[src/rtl/clock_div_prog.sv]
// Programmable clock divider with square/pulse output, period-start tick and
// glitch-free divisor updates that only take effect at a period boundary or while paused.
module clock_div_prog #(
    parameter int unsigned DIV_WIDTH = 8,
    parameter int unsigned DIV_RESET = 2
) (
    input  logic                 clk,
    input  logic                 reset,
    input  logic                 en,
    input  logic                 clr,
    input  logic                 mode,
    input  logic                 load,
    input  logic [DIV_WIDTH-1:0] div_val,
    output logic                 clk_out,
    output logic                 tick,
    output logic [DIV_WIDTH-1:0] counter,
    output logic [DIV_WIDTH-1:0] div_active,
    output logic                 upd_pending
);

    localparam int unsigned HW = DIV_WIDTH + 1;
    localparam logic [DIV_WIDTH-1:0] RST_DIV = DIV_WIDTH'(DIV_RESET);
    localparam logic [DIV_WIDTH-1:0] ONE     = DIV_WIDTH'(1);

    logic [DIV_WIDTH-1:0] pend_val;

    logic [DIV_WIDTH-1:0] div_eff_c;
    logic [DIV_WIDTH-1:0] load_val_c;
    logic [DIV_WIDTH-1:0] div_nxt_c;
    logic [DIV_WIDTH-1:0] cnt_nxt_c;
    logic [DIV_WIDTH-1:0] pend_nxt_c;
    logic [HW-1:0]        high_len_c;
    logic                 wrap_c;
    logic                 xfer_c;
    logic                 clk_nxt_c;
    logic                 tick_nxt_c;
    logic                 upd_nxt_c;

    // Next-state computation: counter, divisor handover and output shape.
    always_comb begin
        div_eff_c  = (div_active == '0) ? ONE : div_active;
        load_val_c = (div_val == '0) ? ONE : div_val;
        // counter >= D-1 also catches a counter stranded above a shortened divisor
        wrap_c     = en && !clr && (counter >= (div_eff_c - ONE));
        xfer_c     = clr || !en || wrap_c;

        div_nxt_c = div_active;
        if (xfer_c) begin
            if (load) begin
                div_nxt_c = load_val_c;
            end else if (upd_pending) begin
                div_nxt_c = pend_val;
            end
        end

        cnt_nxt_c = counter;
        if (clr || wrap_c) begin
            cnt_nxt_c = '0;
        end else if (en) begin
            cnt_nxt_c = counter + ONE;
        end

        tick_nxt_c = clr || wrap_c;
        high_len_c = (HW'(div_nxt_c) + HW'(1)) >> 1;
        clk_nxt_c  = mode ? (cnt_nxt_c == '0) : (HW'(cnt_nxt_c) < high_len_c);

        pend_nxt_c = load ? load_val_c : pend_val;
        upd_nxt_c  = (load || upd_pending) && !xfer_c;
    end

    // State and output registers.
    always_ff @(posedge clk or posedge reset) begin
        if (reset) begin
            counter     <= '0;
            clk_out     <= 1'b0;
            tick        <= 1'b0;
            div_active  <= RST_DIV;
            pend_val    <= RST_DIV;
            upd_pending <= 1'b0;
        end else begin
            counter     <= cnt_nxt_c;
            clk_out     <= clk_nxt_c;
            tick        <= tick_nxt_c;
            div_active  <= div_nxt_c;
            pend_val    <= pend_nxt_c;
            upd_pending <= upd_nxt_c;
        end
    end

endmodule

[config.mk]
export PLATFORM = sky130hd
export DESIGN_NAME = clock_div_prog
export DESIGN_NICKNAME = d
export VERILOG_FILES = /design/src/rtl/clock_div_prog.sv
export SDC_FILE = /design/constraint.sdc
export NUM_CORES = 1
export LEC_CHECK = 0
export CAP_MARGIN = 0
export CORE_ASPECT_RATIO = 1.5
export CORE_UTILIZATION = 45
export DETAILED_ROUTE_END_ITERATION = 6
export DONT_BUFFER_PORTS = 1
export PLACE_DENSITY_LB_ADDON = 0.05
export SETUP_SLACK_MARGIN = 0.2
export SYNTH_ARGS = -nofsm -noshare
export SYNTH_HDL_FRONTEND = slang
export SYNTH_SLANG_ARGS = --single-unit
[constraint.sdc]
create_clock -name clk -period 12.6 [get_ports clk]
set_clock_uncertainty 0.2 [all_clocks]
set_input_delay 3.78 -clock clk [delete_from_list [all_inputs] [get_ports clk]]
set_output_delay 3.78 -clock clk [all_outputs]
set_load 0.01 [all_outputs]
==> results of run 1 <==
final cells by class:
cell class | instances | share of cell area [%]
sequential | 27 | 32.93
inverter | 9 | 1.640
tap | 46 | 2.795
multi-input combinational | 178 | 60.45
clock buffer | 4 | 2.187
metrics by stage:
step / utilization (%) / setup slack (ns) / hold slack [ns] / instances
CTS: 48.51 / 6.130 / 0.3677 / 264
global placement: 47.45 / 5.965 / 0.3520 / 260
floorplan: - / 6.224 / 0.2962 / 225
detailed placement: 47.45 / 5.837 / 0.3447 / 260
global route: 48.51 / 5.800 / 0.3909 / 264
finish: 48.51 / 6.103 / 0.3654 / 264
flip-flops by register name (all words and copies together) (netlist names):
signal and cells:
counter 8, div_active 8, pend_val 8, clk_out 1, tick 1, upd_pending 1
power by group:
part,leakage [uW],internal (uW),switching [uW]
combinational,0.000530,31.4,36.2
sequential,0.000333,95.7,18.4
clock,0.0000228,22.7,27.4
cells by family after synthesis:
family	synth area share (%)
AND/OR/NAND/NOR	21.00
buffers and inverters	4.237
XOR/XNOR	10.47
flip-flops	33.77
multiplexers	5.669
adder cells (fa/ha/maj)	11.22
AO/OA/AOI/OAI	13.64
routing by layer:
layer  global-route usage [%]  vias to the layer above
met5                        0                        -
met4                    6.430                        0
met3                    3.411                        4
met1                    22.83                      758
li1                         -                      786
met2                    42.35                       40
worst max-delay path, cell delays in order:
cell and delay, ns:
sky130_fd_sc_hd__o2bb2ai_2 0.66, sky130_fd_sc_hd__nand2_1 0.10, sky130_fd_sc_hd__o21ai_1 0.14, sky130_fd_sc_hd__ha_1 0.32, sky130_fd_sc_hd__nand3_1 0.13, sky130_fd_sc_hd__xor2_1 0.17
sky130_fd_sc_hd__nand2_1 0.08, sky130_fd_sc_hd__o21ai_0 0.09, sky130_fd_sc_hd__ha_1 0.23, sky130_fd_sc_hd__a21o_1 0.15, sky130_fd_sc_hd__a211oi_1 0.28, sky130_fd_sc_hd__nand4_1 0.11
sky130_fd_sc_hd__o311ai_1 0.24
cell usage after synthesis, types with 2 or more instances:
master and number:
sky130_fd_sc_hd__nor2b_1 4, sky130_fd_sc_hd__buf_1 2, sky130_fd_sc_hd__nor3_1 6, sky130_fd_sc_hd__nand3_1 11
sky130_fd_sc_hd__o21ai_0 7, sky130_fd_sc_hd__a31oi_1 4, sky130_fd_sc_hd__or3_1 2, sky130_fd_sc_hd__nand2_1 20
sky130_fd_sc_hd__nand2b_1 3, sky130_fd_sc_hd__xor2_1 7, sky130_fd_sc_hd__a22oi_1 2, sky130_fd_sc_hd__o21a_1 2
sky130_fd_sc_hd__buf_2 2, sky130_fd_sc_hd__a21oi_1 7, sky130_fd_sc_hd__dfstp_2 2, sky130_fd_sc_hd__nor4_1 3
sky130_fd_sc_hd__mux2i_1 2, sky130_fd_sc_hd__clkbuf_1 6, sky130_fd_sc_hd__o21ai_1 4, sky130_fd_sc_hd__nand4_1 7
sky130_fd_sc_hd__xnor2_1 17, sky130_fd_sc_hd__inv_1 9, sky130_fd_sc_hd__ha_1 18, sky130_fd_sc_hd__dfrtp_1 25
sky130_fd_sc_hd__a21o_1 4, sky130_fd_sc_hd__nor2_1 22, sky130_fd_sc_hd__mux2_1 2, sky130_fd_sc_hd__mux2_2 5
sky130_fd_sc_hd__o2111ai_1 2
worst min-delay path by stage:
| stage | start | to | slack (ns) |
|---|---|---|---|
| global route | div_active[1]$_DFF_PP1_ | div_active[1]$_DFF_PP1_ | 0.39 |
| CTS | pend_val[7]$_DFFE_PP0P_ | pend_val[7]$_DFFE_PP0P_ | 0.37 |
| floorplan | pend_val[5]$_DFFE_PP0P_ | pend_val[5]$_DFFE_PP0P_ | 0.30 |
| detailed placement | pend_val[7]$_DFFE_PP0P_ | pend_val[7]$_DFFE_PP0P_ | 0.34 |
| finish | pend_val[5]$_DFFE_PP0P_ | pend_val[5]$_DFFE_PP0P_ | 0.37 |
| global placement | div_active[1]$_DFF_PP1_ | div_active[1]$_DFF_PP1_ | 0.35 |
==> results.md, run 1 <==
- The run finished with clean final reports.
- The detailed router placed 1588 vias in this run.
- Global routing used 21.68% of the available tracks.
- For the worst flop-to-flop path, the logic depth is 23.
- The clock tree root buffer cell is sky130_fd_sc_hd__clkbuf_8.
- The TritonCTS clock tree is yes.
- The netlist uses 47 different library cells.
- The clock slew seen by the registers of the worst setup and hold paths is 0.10 ns.
- Yosys printed 0 warnings.
- The count of hold-fix buffers inserted at cts is 0.
- Gates resized during post-CTS repair numbered 0.
- For this run, the register share of the synthesized area comes to 33.77%.
- The register-to-register setup slack is 6.90 ns.
- The max-slew violation count was 0.
- The synthesized design contains 27 register bits.
- The first-pass GRT wire length is 7976 um.
- Once layout is done, the placed cells without fillers occupy 0.002059 sq mm.
- The peak fanout along the critical path is 23.
- In this run, synthesis inferred 0 flip-flops with an integrated enable.
- The floorplan step defined a die boundary enclosing 0.004739 sq mm.
- The number of detailed-routing iterations run before antenna repair is 4.
- After detailed routing, the average wire length per cell comes to 18.22 um.
- In the detailed route, the total length drawn on met2 is 2745 um.
- For this design the static power due to leakage is 0.0008855 uW.
- After technology mapping, the gate count stands at 225.
- After floorplanning, the core was divided into 29 placement rows.
- Of all cell types, the one taking the most synthesized area is sky130_fd_sc_hd__dfrtp_1.
- For this run, the top clock speed supported by timing is 0.1539 GHz.
- The fraction of synthesized cell area taken by the top area cell type is 31.15%.
- The routed length on met3 is 184 um.
- The highest routing layer actually used is met4.
- The data arrival time of the critical path is 6.48 ns.
- The post-route fraction of the period consumed by the critical path is 51.56%.
- In the final layout, the share of cells above drive strength 1 is 6.422%.
- The cell area after placement is 0.002014 sq mm.
- Sorting the synthesized cells by area gives the leading types as sky130_fd_sc_hd__dfrtp_1 31%, sky130_fd_sc_hd__ha_1 11%, sky130_fd_sc_hd__xnor2_1 7.4%, sky130_fd_sc_hd__nor2_1 4.1%, sky130_fd_sc_hd__nand2_1 3.7%.
- The routed via count divided by cell count is 6.015.
- IR analysis of the VDD net gives a maximum drop of 90.29 uV.
- Setup violations remaining at the end of the flow were counted as 0.
- The area of the core is 0.004245 sq mm.
- The area used by multi-input combinational logic is 0.001245 sq mm.
- The net count of the finished layout is 251.
- Leaving out fill and tap cells, the most frequent cells in the layout are 25 x sky130_fd_sc_hd__dfrtp_1, 22 x sky130_fd_sc_hd__nor2_1, 20 x sky130_fd_sc_hd__nand2_1.
- The most critical setup path has its endpoint at clk_out$_DFF_PP0_.
- The detail route stage leaves a number of antenna-violating nets equal to 0.
- The number of antenna violations at the first check in global routing is 0.
- Measured along the x axis, the die boundary spans 56.55 um.
- Data on the critical path is required at its endpoint by 12.58 ns.
- After filler insertion, the fill cell instance count of the layout stands at 404.
- Counting flops with an async set or reset pin after synthesis yields a share of 100.0%.
- In this run the critical register-to-register path is launched from div_active[3]$_DFF_PP0_.
- The start-to-end type of the worst setup path is input port to register.
- The area growth from synthesis to layout is 2.555%.
- The DRC violation count after routing is 0.
- The most common flop cell mapped by yosys is sky130_fd_sc_hd__dfrtp_1.
- The post-synthesis cell area is 0.002008 sq mm.
- The kind of end point of the critical path is a register.
- The post-route setup TNS is 0 ns.
- Detailed placement ended at an HPWL of 3834 um.
- The total power divided by cell area is 112.5 mW/mm^2.
- Counting every net in the synthesized netlist gives 257.
- The die boundary height is 83.82 um.
- At the end of routability-driven placement, the weighted congestion stood at 0.7995.
- The worst setup path startpoint is load.
- The largest net degree at the start of global routing is 28.
- The time the worst path needs with I/O delays and setup is 6.497 ns.
- In this run the critical register-to-register path is captured at clk_out$_DFF_PP0_.
- The total clock buffers created by CTS is 3.
- The diode insertion count for antenna repair is 0.
- The number of buffers added for setup after CTS is 0.
- After synthesis, the mean cell area works out to 8.925 sq um.
- The worst-case clock buffer depth is 2.
- Buffers placed on the I/O ports in this run total 0.
- The met1 wire length is 1841 um.
- 33 I/O pins were placed.
- In this run the number of H-tree levels came out at 1.
- The aggregate global routing overflow is 0.
- The relative slew slack is 30.06%.
- The via count of the first global-routing pass is 1643.
- The number of design-rule violations left by the first detailed-router iteration is 45.
- Max-cap violations in this run came to 0.
- STA classifies the critical path startpoint as an input port.
- For this block, the routed nets add up to 4810 um of wire.
- Setup repair after global routing left no endpoint under its margin.
- The most common cell after layout, fill and taps aside is sky130_fd_sc_hd__dfrtp_1.
- At the pin with the least slew margin, the transition time is 1.048 ns.
- The effective utilization at floorplan is 47.30%.
- The clock reaches the later pin of the worst-skew pair after 0.28 ns.
- The hold path depth is 2.
- The number of sinks handled by clock tree synthesis is 27.
- The count of final hold-check violations is 0.
- The sum of internal, switching and leakage power is 231.8 uW.
- Registers take 678.2 sq um.
- The path type of the worst min-delay path is register to register.
No activity file was read; power rests on OpenSTA's default activity.
==> inputs of run 2 (changes only) <==
==> constraint.sdc (replaced) <==
create_clock -name clk -period 6.4 [get_ports clk]
set_clock_uncertainty 0.2 [all_clocks]
set_input_delay 1.92 -clock clk [delete_from_list [all_inputs] [get_ports clk]]
set_output_delay 1.92 -clock clk [all_outputs]
set_load 0.01 [all_outputs]
==> results.md, run 2 (synthesized netlist as in run 1, its figures left out) <==
- The run finished with clean final reports.
- The max-slew violation count is 0.
- The area growth from synthesis to layout is 2.617%.
- The worst hold path startpoint is pend_val[5]$_DFFE_PP0P_.
- Along the worst hold path, the cell count comes to 2.
- Counting I/O delays and the setup requirement, the final critical path takes 5.682 ns.
- After floorplanning, the core was sized to cover 0.004245 sq mm.
- Global routing used 21.85% of the available tracks.
- The floorplan step defined a die boundary enclosing 0.004739 sq mm.
- The pre-CTS setup slack is 0.7981 ns.
- For this design, the sink count on the clock tree is 27.
- The chip width is 56.55 um.
- The path type of the worst min-delay path is register to register.
- The smallest setup slack after layout is 0.7185 ns.
- For this run, the detailed router's first-pass iteration total came to 4.
- The worst register-to-register path ends at clk_out$_DFF_PP0_.
- The post-route setup TNS is 0 ns.
- Measured in cells, the most critical reg-to-reg path has a length of 23.
- The count of final hold-check violations is 0.
- The layout cell share with drive strength beyond 1 is 6.881%.
- Setup repair after global routing left no endpoint under its margin.
- The filler cells instantiated in the layout total 434.
- Data on the critical path is required at its endpoint by 6.39 ns.
- The floorplan has 29 rows.
- The worst setup path is captured at a register.
- The DRC violation count after routing is 0.
- The total power divided by cell area is 223.9 mW/mm^2.
- The largest net degree at the start of global routing is 28.
- The transition time at the pin with the least slew margin is 1.044 ns.
- The final weighted congestion of routability-driven global placement is 0.8945.
- The final design utilization is 48.54%.
- The kind of launch point of the worst setup path is a register.
- The routed via count divided by cell count is 6.129.
- Tracing the worst setup path back leads to its startpoint at div_active[3]$_DFF_PP0_.
- The number of antenna violations at the first check in global routing was 0.
- Input and output buffers added on the ports amount to 0.
- The worst register-to-register path begins at div_active[3]$_DFF_PP0_.
- For the worst setup path, the data arrival time is 5.67 ns.
- For this configuration, the core starts out at a cell density of 47.30%.
- For this run the aggregate overflow at the end of global routing stands at 0.
- The reported max-cap violation count is 0.
- The relative slew slack is 30.29%.
- The floorplan step set the die height to 83.82 um.
- The diode insertion count for antenna repair is 0.
- The peak fanout along the critical path is 23.
- In the layout the commonest cells are 25 x sky130_fd_sc_hd__dfrtp_1, 22 x sky130_fd_sc_hd__nor2_1, 20 x sky130_fd_sc_hd__nand2_1.
- The maximum resistive drop on vdd is 127.7 uV.
- The number of nets with antenna violations after detailed routing is 0.
- In this run the deepest clock path goes through 2 buffers.
- The first-pass GRT wire length is 8024 um.
- After clock tree synthesis, the repair step resized 0 gates.
- In the finished design, the share of the clock period the worst path needs comes to 88.77%.
- The total leakage power is 0.0008883 uW.
- The via count of the first global-routing pass came to 1710.
- At the later pin of the worst-skew pair, clock insertion delay measures 0.28 ns.
- The depth of the CTS H-tree is 1.
- Setup slack on the worst reg-to-reg path comes out at 0.72 ns.
- The worst min-delay path endpoint is pend_val[5]$_DFFE_PP0P_.
- The tightest hold path in the finished design has a slack of 0.3664 ns.
- Clock-pin slew was measured on the worst setup and hold paths at 0.10 ns.
- Derived from the worst setup path, the maximum achievable clock frequency is 0.1760 GHz.
- The half-perimeter wire length after detailed placement is 3862 um.
- The TritonCTS clock tree is yes.
- Setup violations remaining at the end of the flow were counted as 0.
- The number of design-rule violations left by the first detailed-router iteration is 85.
- In the final layout, the registers with the most flip-flops are counter x8, div_active x8, pend_val x8.
- After detailed routing, the average wire length per cell comes to 18.31 um.
- The overall via count from detail_route is 1618.
- In this run the post-CTS setup repair buffer count came out at 0.
- The tree is rooted in a sky130_fd_sc_hd__clkbuf_8.
- After clock tree synthesis, the flow added hold-fix buffers numbering 0.
- The final layout net count is 251.
- The most common cell after layout, fill and taps aside is sky130_fd_sc_hd__dfrtp_1.
- The total clock buffers created by CTS is 3.
- The count of boundary I/O pins is 33.
- The routed design has 4833 um of wire.
- The start-to-end type of the worst setup path is register to register.
==> run 2: cell count changes in the layout (fill, tap and decap cells not counted) <==
cell | previous run | this run
sky130_fd_sc_hd__clkbuf_1 | 1 | 0
sky130_fd_sc_hd__clkinv_2 | 0 | 1
==> run 2: area by class of cell <==
type	count	area [sq um]	share of cell area [%]
multi-input cells	178	1245	60.41
inverters	9	33.78	1.639
clock buffers	3	41.29	2.004
clock inverters	1	5.005	0.2429
flip-flops and latches	27	678.2	32.91
well taps	46	57.56	2.793
==> run 2: layer usage <==
| layer | global-route usage [%] | routed length, um | up-vias |
|---|---|---|---|
| met4 | 7.317 | 97 | 0 |
| met1 | 22.15 | 1858 | 789 |
| met2 | 43.42 | 2735 | 31 |
| met3 | 3.101 | 142 | 9 |
| met5 | 0 | 0 | - |
| li1 | - | - | 789 |
==> run 2: how the worst max path moves through the flow <==
stage                             end  slack (ns)
floorplan           clk_out$_DFF_PP0_        1.37
global placement    clk_out$_DFF_PP0_        1.07
detailed placement  clk_out$_DFF_PP0_        0.80
CTS                 clk_out$_DFF_PP0_        0.77
global route        clk_out$_DFF_PP0_        0.32
finish              clk_out$_DFF_PP0_        0.72
==> run 2: metrics by stage <==
step | total power [uW] | cell area [sq um] | instances
global route | 490.3 | 2061 | 264
global placement | 357.7 | 2014 | 260
floorplan | 331.1 | 2008 | 225
detailed placement | 363.8 | 2014 | 260
finish | 461.4 | 2061 | 264
CTS | 465.6 | 2061 | 264
==> run 2: power breakdown <==
| part | leakage, uW | internal, uW | switching, uW | total [uW] |
|---|---|---|---|---|
| combinational | 0.000530 | 62.1 | 72.0 | 134 |
| clock | 0.0000255 | 43.8 | 58.5 | 102 |
| sequential | 0.000333 | 188 | 36.6 | 225 |
| total | 0.000888 | 294 | 167 | 461 |
==> run 2: critical path: stages, from the launching register on <==
cell and delay [ns]:
sky130_fd_sc_hd__dfrtp_1 0.66, sky130_fd_sc_hd__nor4_1 0.13, sky130_fd_sc_hd__a31oi_1 0.36, sky130_fd_sc_hd__ha_1 0.26
sky130_fd_sc_hd__nand2b_1 0.08, sky130_fd_sc_hd__nor4_1 0.24, sky130_fd_sc_hd__xnor2_1 0.16, sky130_fd_sc_hd__ha_1 0.24
sky130_fd_sc_hd__and2_0 0.17, sky130_fd_sc_hd__a221o_1 0.35, sky130_fd_sc_hd__nor3b_2 0.21, sky130_fd_sc_hd__o2bb2ai_2 0.42
sky130_fd_sc_hd__nand2_1 0.13, sky130_fd_sc_hd__o21ai_1 0.16, sky130_fd_sc_hd__ha_1 0.31, sky130_fd_sc_hd__nand3_1 0.12
sky130_fd_sc_hd__xor2_1 0.17, sky130_fd_sc_hd__nand2_1 0.07, sky130_fd_sc_hd__o21ai_0 0.10, sky130_fd_sc_hd__ha_1 0.23
sky130_fd_sc_hd__a21o_1 0.15, sky130_fd_sc_hd__a211oi_1 0.31, sky130_fd_sc_hd__nand4_1 0.12, sky130_fd_sc_hd__o311ai_1 0.23
